## config.mk

```make
export PLATFORM = sky130hd
export DESIGN_NAME = plic_lite
export DESIGN_NICKNAME = d
export VERILOG_FILES = /design/src/rtl/plic_lite.sv
export SDC_FILE = /design/constraint.sdc
export NUM_CORES = 1
export LEC_CHECK = 0
export ABC_AREA = 1
export CAP_MARGIN = 20
export CELL_PAD_IN_SITES_DETAIL_PLACEMENT = 0
export CELL_PAD_IN_SITES_GLOBAL_PLACEMENT = 1
export CORE_MARGIN = 2
export CORE_UTILIZATION = 38
export DETAILED_ROUTE_END_ITERATION = 7
export PLACE_DENSITY = 0.79
export RECOVER_POWER = 25
export SLEW_MARGIN = 10
export SYNTH_ARGS = -nofsm -noshare
export SYNTH_HDL_FRONTEND = slang
export SYNTH_SLANG_ARGS = --single-unit
```

## constraint.sdc

```tcl
create_clock -name clk -period 10.4 [get_ports clk]
set_input_delay 2.08 -clock clk [delete_from_list [all_inputs] [get_ports clk]]
set_output_delay 2.08 -clock clk [all_outputs]
set_load 0.005 [all_outputs]
```

## src/rtl/plic_lite.sv

```systemverilog
// plic_lite: platform-level interrupt arbiter in front of the core's interrupt input.
//   Per-source edge gateways latch requests into pending. The highest-priority enabled
//   source above threshold is presented to the core. A claim/complete handshake runs
//   through a small register port.
// Ports:
//   clk, rst        clock, synchronous active-high reset
//   src_i           raw sources (src_i[k] is ID k+1), already synchronous to clk
//   we_i/re_i       register write/read strobes (mutually exclusive)
//   addr_i/wdata_i  byte address and write data
//   rdata_o         registered read data, valid the cycle after re_i
//   int_req_o       request to core; low while a claim is outstanding
//   int_id_o        registered ID of the current winner, 0 when none
// Register map: 0x00 ENABLE, 0x04 THRESHOLD, 0x08 CLAIM (rd=claim, wr=complete),
//   0x10+4*k PRIO[k]. Unmapped reads return 0 and unmapped writes are dropped.
module plic_lite #(
    parameter int NUM_SRC = 8,
    parameter int PRIO_W  = 3,
    parameter int ID_W    = 4
) (
    input  logic               clk,
    input  logic               rst,
    input  logic [NUM_SRC-1:0] src_i,
    input  logic               we_i,
    input  logic               re_i,
    input  logic [7:0]         addr_i,
    input  logic [31:0]        wdata_i,
    output logic [31:0]        rdata_o,
    output logic               int_req_o,
    output logic [ID_W-1:0]    int_id_o
);
    typedef enum logic [1:0] {IDLE, NOTIFY, CLAIMED} state_t;

    localparam logic [7:0] A_EN = 8'h00, A_TH = 8'h04, A_CLAIM = 8'h08;

    logic [NUM_SRC-1:0]             enable_q, enable_d;
    logic [PRIO_W-1:0]              thresh_q, thresh_d;
    logic [NUM_SRC-1:0][PRIO_W-1:0] prio_q, prio_d;
    logic [NUM_SRC-1:0]             pending_q, pending_d;
    logic [NUM_SRC-1:0]             insvc_q, insvc_d;
    logic [NUM_SRC-1:0]             src_prev_q;
    logic [ID_W-1:0]                claimed_q, claimed_d;
    state_t                         state_q, state_d;
    logic [31:0]                    rdata_q, rdata_d;
    logic                           int_req_q;
    logic [ID_W-1:0]                int_id_q;

    logic [ID_W-1:0]    win_id;
    logic [PRIO_W-1:0]  win_p;
    logic               any_cand;
    logic               claim_go, cmpl_wr, cmpl_claimed;
    logic [NUM_SRC-1:0] claim_mask, cmpl_mask, edge_v;

    // Winner: strict '>' while scanning upward keeps the lowest index on ties.
    // Candidates have PRIO > THRESHOLD >= 0, so win_p starting at 0 never hides one.
    always_comb begin
        win_id   = '0;
        win_p    = '0;
        any_cand = 1'b0;
        for (int k = 0; k < NUM_SRC; k++) begin
            if (pending_q[k] && enable_q[k] && (prio_q[k] > thresh_q) && (prio_q[k] > win_p)) begin
                win_p    = prio_q[k];
                win_id   = ID_W'(k + 1);
                any_cand = 1'b1;
            end
        end
    end

    // Claim acts on the registered winner, the same value software reads back.
    assign claim_go = re_i && (addr_i == A_CLAIM) && (int_id_q != '0);
    assign cmpl_wr  = we_i && (addr_i == A_CLAIM);
    assign edge_v   = src_i & ~src_prev_q;

    always_comb begin
        claim_mask = '0;
        cmpl_mask  = '0;
        for (int k = 0; k < NUM_SRC; k++) begin
            claim_mask[k] = claim_go && (int_id_q == ID_W'(k + 1));
            cmpl_mask[k]  = cmpl_wr && (wdata_i == 32'(k + 1)) && insvc_q[k];
        end
    end

    assign cmpl_claimed = (state_q == CLAIMED) && (|cmpl_mask) && (wdata_i == 32'(claimed_q));

    // Edges are accepted only against the pre-cycle pending/in-service bits, so an edge
    // landing in the claim or complete cycle of its own source is dropped.
    assign pending_d = (pending_q & ~claim_mask) | (edge_v & ~pending_q & ~insvc_q);
    assign insvc_d   = (insvc_q | claim_mask) & ~cmpl_mask;

    always_comb begin
        state_d   = state_q;
        claimed_d = claim_go ? int_id_q : claimed_q;
        case (state_q)
            IDLE:    if (claim_go) state_d = CLAIMED; else if (any_cand) state_d = NOTIFY;
            NOTIFY:  if (claim_go) state_d = CLAIMED; else if (!any_cand) state_d = IDLE;
            CLAIMED: if (cmpl_claimed) state_d = IDLE;
            default: state_d = IDLE;
        endcase
    end

    always_comb begin
        enable_d = enable_q;
        thresh_d = thresh_q;
        prio_d   = prio_q;
        rdata_d  = '0;
        if (we_i && addr_i == A_EN) enable_d = wdata_i[NUM_SRC-1:0];
        if (we_i && addr_i == A_TH) thresh_d = wdata_i[PRIO_W-1:0];
        if (re_i) begin
            if (addr_i == A_EN)    rdata_d[NUM_SRC-1:0] = enable_q;
            if (addr_i == A_TH)    rdata_d[PRIO_W-1:0]  = thresh_q;
            if (addr_i == A_CLAIM) rdata_d[ID_W-1:0]    = int_id_q;
        end
        for (int k = 0; k < NUM_SRC; k++) begin
            if (addr_i == 8'(16 + 4 * k)) begin
                if (we_i) prio_d[k] = wdata_i[PRIO_W-1:0];
                if (re_i) rdata_d[PRIO_W-1:0] = prio_q[k];
            end
        end
    end

    // Tracks the source even through reset so a level held across reset is not an edge.
    always_ff @(posedge clk) src_prev_q <= src_i;

    always_ff @(posedge clk) begin
        if (rst) begin
            enable_q  <= '0;
            thresh_q  <= '0;
            prio_q    <= '0;
            pending_q <= '0;
            insvc_q   <= '0;
            claimed_q <= '0;
            state_q   <= IDLE;
            rdata_q   <= '0;
            int_req_q <= 1'b0;
            int_id_q  <= '0;
        end else begin
            enable_q  <= enable_d;
            thresh_q  <= thresh_d;
            prio_q    <= prio_d;
            pending_q <= pending_d;
            insvc_q   <= insvc_d;
            claimed_q <= claimed_d;
            state_q   <= state_d;
            rdata_q   <= rdata_d;
            int_req_q <= (state_d == NOTIFY);
            int_id_q  <= win_id;
        end
    end

    assign rdata_o   = rdata_q;
    assign int_req_o = int_req_q;
    assign int_id_o  = int_id_q;
endmodule

```

; Word-level counts from Yosys, hierarchy flattened
; Cells that the tools add are included.
[totals]
register_bits = 102
latchBits = 0
ramBits = 0
romBits = 0
output_inout_bits = 37
n_memories = 0
[op_classes]
addsub = 0
mul = 0
div = 0
order_cmp = 16
n_eq_ne = 30
shifts = 0
n_mux = 50
n_bitwise = 13
reduce_logical = 69
[ops]
columns = cell, n
row1 = == test 32 x 3 -> 1 bit (second input constant), 4
row2 = two-way mux 3 bit, 24
row3 = == test 32 x 2 -> 1 bit (second input constant), 2
row4 = logical AND 1 bit, 55
row5 = > comparator 3 bit, 15
row6 = AND 8 bit, 5
row7 = inverter 8 bit, 5
row8 = == test 32 x 1 -> 1 bit (second input constant), 1
row9 = == test 32 x 4 -> 1 bit, 1
row10 = == test 32 x 4 -> 1 bit (second input constant), 1
row11 = == test 8 x 5 -> 1 bit (second input constant), 4
row12 = == test 8 x 6 -> 1 bit (second input constant), 4
row13 = two-way mux 4 bit, 8
row14 = two-way mux 8 bit, 3
row15 = == test 4 x 3 -> 1 bit (second input constant), 4
row16 = bitwise OR 8 bit, 2
row17 = AND reduction 2 bit, 8
row18 = two-way mux 2 bit, 5
row19 = two-way mux 1 bit, 9
row20 = == test 4 x 2 -> 1 bit (second input constant), 2
row21 = == test 8 x 3 -> 1 bit (second input constant), 1
row22 = == test 8 x 4 -> 1 bit (second input constant), 1
row23 = logical NOT 8 bit, 1
row24 = OR reduction 8 bit, 1
row25 = other kinds (10), 12

; Logic depth before layout (Yosys ltp)
[depth]
ltp_word = 29
mapped_depth = 63
mapped_depth_nobuf = 63

; Worst setup path before layout
; No wires, ideal clock.
[synth_path]
path_type = register to register
from = register thresh_q[2]
to = register int_req_q (netlist: int_req_o)
t_arrival_ns = 7.559
required_ns = 10.344
slack_ns = 2.784
path_stages_with_launch = 62
path_buffers = 0
cell_sequence = dfxtp_1 > inv_1 > ha_1 > nand3_1 > nand2_1 > inv_2 > nand2_1 > a21oi_2 > inv_2 > nor2_2 > ha_1 > nand3_1 > nand2_2 > nor2_4 > nand3_4 > nand2_1 > o21ai_1 > ha_1 > [... 26 more ...] > ha_1 > nand2_1 > o21ai_0 > a311oi_1 > nand3_1 > inv_1 > nand2_1 > nand2_1 > ha_1 > nand3_1 > nand3_1 > a311oi_1 > nand2_1 > nand2_1 > nor2_1 > nand3_2 > nand2_1 > inv_1
[synth_via]
elab_chain_len = 29
elab_cells_between_ends = 52
classes_between = order compare (15) / eq/ne (1) / mux (20) / reduce/logical (16)
[synth_lines]
columns = item, line_no
row1 = start: declaration, 36  ; logic [PRIO_W-1:0] thresh_q, thresh_d;
row2 = start signal: assignment, 137  ; thresh_q <= thresh_d;
row3 = > comparator 3 bit, 60  ; if (pending_q[k] && enable_q[k] && (prio_q[k] > thresh_q) && (prio_q[k] > win_p)) begin
row4 = logical AND 1 bit (2 in series), 60
row5 = two-way mux 3 bit, 60
row6 = > comparator 3 bit, 60
row7 = logical AND 1 bit, 60
row8 = two-way mux 3 bit, 60
row9 = > comparator 3 bit, 60
row10 = logical AND 1 bit, 60
row11 = [... 11 more ...], -
row12 = logical AND 1 bit, 60
row13 = two-way mux 3 bit, 60
row14 = > comparator 3 bit, 60
row15 = logical AND 1 bit, 60
row16 = two-way mux 1 bit (*), 60
row17 = "two-way mux 2 bit, on equally long branches (2 in series)", "94, 93"
row18 = one-hot mux 2 bit (3 select lines) (*), 92  ; case (state_q)
row19 = == test 2 x 1 -> 1 bit (*), 144  ; int_req_q <= (state_d == NOTIFY);
row20 = end signal: assignment, 144
row21 = end: declaration, 44  ; logic int_req_q;
; Mark *: on every way between the ends. The rest lies on a longest branch, timed or not.
; A chain may end at the register's enable or synchronous reset.

; Final worst setup path
[layout_path]
from = register thresh_q[1]
to = register int_req_q (netlist: int_req_o)
; Same word-level chain as after synthesis.

==> out/results.txt <==
The tools report the count of antenna-violating nets left after detailed routing as 0. The number of setup buffers added after CTS was 0. The run finished with clean final reports. The startpoint class of the critical path is a flip-flop.

After clock tree synthesis, the clock-pin slew on the worst setup and hold paths is 60 ps. The total wire length is 15,500 µm, and the worst clock skew on the final layout is 7.33 ps. At the pin with the least slew margin, the transition time is 968 ps.

The synthesized design contains 0 enable-type register cells. The count of non-filler cells in the finished layout is 930. Setup violations remaining at the end of the flow were counted as 0.

In this run, post-CTS hold repair placed 0 buffers. Cells with a size suffix above 1 make up 8.18% of the layout. The run gives 0 as the post-cts repair resize count. In this run the cell area measured after placement is 5740 µm². Number of placement rows: 41.

Ranked by instance count, the synthesized netlist is headed by nand2_1, dfxtp_1, inv_1, a21oi_1, nand3_1. The tools report the core outline area as 12,800 µm². The half-perimeter wire length after detailed placement was 11,800 µm. For the DRC violation count after routing, the log shows 0. The critical path is of the flip-flop to flip-flop type. Buffers placed on the I/O ports in this run total 64. The fraction of post-synthesis cell area in the top cell type by area is 31.1%, and the combined global-route utilization of all metal layers is 22.5%. Detailed routing inserted a total of 4,947 vias. The run gives 0 as the residual overflow from global routing. After detailed routing, the average wire length per cell comes to 16.7 µm. The repair_antennas step left the layout with diodes totalling 0.

The most numerous cell type found on the critical path is nand2_1. The sum of negative setup slack came out at 0 ps. The most used flip-flop cell after synthesis is dfxtp_1.

Initial antenna violation count: 0. After synthesis the cells add up to 5020 µm². The share of flip-flops with an asynchronous set or reset was 0%.

The tools report the number of instances in the synthesized netlist as 691. The number of global-route vias before repair is 4,766, and the die area is 14,100 µm². The highest cell delay on the worst timing path was 400 ps; the synthesized area divided by synthesized cell count was 7.26 µm². The tool flagged a number of max-cap violations equal to 0. The run gives 9 as the number of buffers added by the clock tree synthesis step. STA puts the critical path data required time at 10,700 ps. The run gives 847 as the net count of the finished layout. The cell family contributing the most delay on the critical path is simple AND/OR/NAND/NOR gates. Clock latency on the worst-skew pair, taken at its later pin, is 350 ps. In this run the count of I/O pins placed on the die edge is 89. Setup repair after global routing left no endpoint under its margin.

The worst setup path is captured at a flip-flop. STA puts the critical path data arrival time at 9260 ps. In this run, the number of DRC markers left after iteration 0 of detailed routing was 418. The number of placed instances, taps included, is 914. The tools report the root buffer cell as clkbuf_16.

The worst pin sits at a relative slew slack of 35.3%. Synthesis instantiated 47 different standard cells from the library. Yosys printed 0 warnings. The logs give 24,700 µm for the wire length of the first global-routing pass and 0 for the number of pins with negative max-slew slack in the final report. The largest driver fanout on the critical path was 9.

From bottom edge to top edge, the die measures 119 µm. For the hold violation total from the final report, the log shows 0. The floorplan step set the die width to 119 µm.

The cell type with the highest aggregate area in the netlist is dfxtp_1. In this run the static leakage power is 2.57 nW. Power spread over the standard cell area amounts to 114 nW/µm². The first detailed-routing pass ran for 6 iterations. Routability-driven placement finished with a final weighted congestion of 0.945. The finished cells cover 6060 µm². Once the floorplan was initialized, standard cells occupied 39.3% of the core. For this run, the top clock speed supported by timing is 112 MHz. Across the VDD grid, the largest voltage drop is 0.0000737 V.

Compared with the post-synthesis result, the final layout area differs by 20.8%. The path class of the tightest hold or removal check is flip-flop to flip-flop. Dividing the detail-routed via count by the number of cells gives 5.32. The largest buffer count on any clock path is 2, and the number of storage elements in the synthesis netlist is 78. In the post-synthesis netlist, the cell with the most instances is nand2_1. The number of fill cells in the layout came out at 1,299. The number of buffers and inverters on the critical path is 7. The proportion of synthesized chip area in sequential cells is 31.1%, and the H-tree depth reported by CTS is 3. The clock net in this run drives a total of 78 sinks.

TritonCTS built the clock tree. Slowest cell on the critical path: inv_1. By area the synthesized netlist is led by dfxtp_1, ha_1, nand2_1. Of the available clock period, the critical path in the final layout requires 86.2%.

Subtracting the final worst setup slack from the clock period gives 8970 ps. The tools report the maximum number of pins on one net before global-route repair as 45.
-- worst paths after layout --
kind,startpoint,end,slack (ps),depth (start not counted)
max,thresh_q[1],int_req_o,1430,59
min,claimed_q[2],claimed_q[2],480,2
max reg2reg,thresh_q[1],int_req_o,1430,59
min reg2reg,claimed_q[2],claimed_q[2],480,2
-- worst reg2reg max path: cells and delay by family, from the launching register on --
kind	cells	cell delay [ps]
AOI/OAI and AO/OA	11	1910
adders and majority gates	8	2250
buffers and inverters	7	990
DFF	1	310
and+or+nand+nor	33	3450
-- through the flow --
stage                     power, W  worst slack, ps  util [%]  hold slack (ps)
after CTS                 0.000699             1500      47.4              484
after detailed placement  0.000362             1550      45.0              474
after floorplan           0.000338             2780         -              420
after global routing      0.000716              667      47.4              498
after global placement    0.000361             1900      45.0              464
final                     0.000693             1430      47.4              481
-- power by group --
part	switching, W	internal (W)
sequential	0.00000339	0.000303
combinational	0.0000259	0.0000224
clock	0.000137	0.000202
total	0.000167	0.000527
-- layout make-up --
class                           count  area, µm²  area share [%]
Multi-Input combinational cell    517       3010            49.6
Sequential cell                    78       1560            25.8
Timing Repair Buffer               66        656            10.8
Inverter                           81        304            5.02
Clock buffer                       11        253            4.17
Tap cell                          172        215            3.55
Clock inverter                      5       66.3            1.09
-- metal layers --
metal  track usage, %  vias to the layer above  share of wire (%)
met5                0                        -                  0
met4             7.22                        0                2.1
li1                 -                     2463                  -
met2             38.4                      219                 48
met1             29.0                     2236                 42
met3             3.30                       29                7.7
-- state kept, by name, summed over array words and instances (netlist names), 2 cells and up --
register	cells
src_prev_q	8
enable_q	8
pending_q	8
state_q	2
insvc_q	8
thresh_q	3
rdata_o	8
int_id_o	4
prio_q	24
claimed_q	4
-- cell families after synthesis --
family | Yosys count | share of synthesized area [%]
compound gates | 148 | 16.8
other cells | 1 | 0.0747
fa+ha+maj | 42 | 10.5
flops | 78 | 31.1
simple gates | 299 | 30.1
buf+inv | 119 | 10.7
xor+xnor | 4 | 0.698
-- placed cells by master (no fill, tap or decap), drive strengths merged, types with 2 or more instances in the layout --
cell and n:
a21oi 60, nand2 111, clkdlybuf4s50 44, a31oi 8
xnor2 3, clkinv 3, o221a 3, or2 3
nand3 70, and2 4, o211ai 2, buf 2
a211oi 3, nor4 9, nand4 17, o21ai 60
a41oi 4, nand3b 2, clkbuf 11, conb 24
nor2 61, and3 3, a311oi 3, inv 81
dfxtp 78, nor3b 5, ha 42, nor3 14
dlygate4sd3 20
Power figures use the tool's default switching activity.
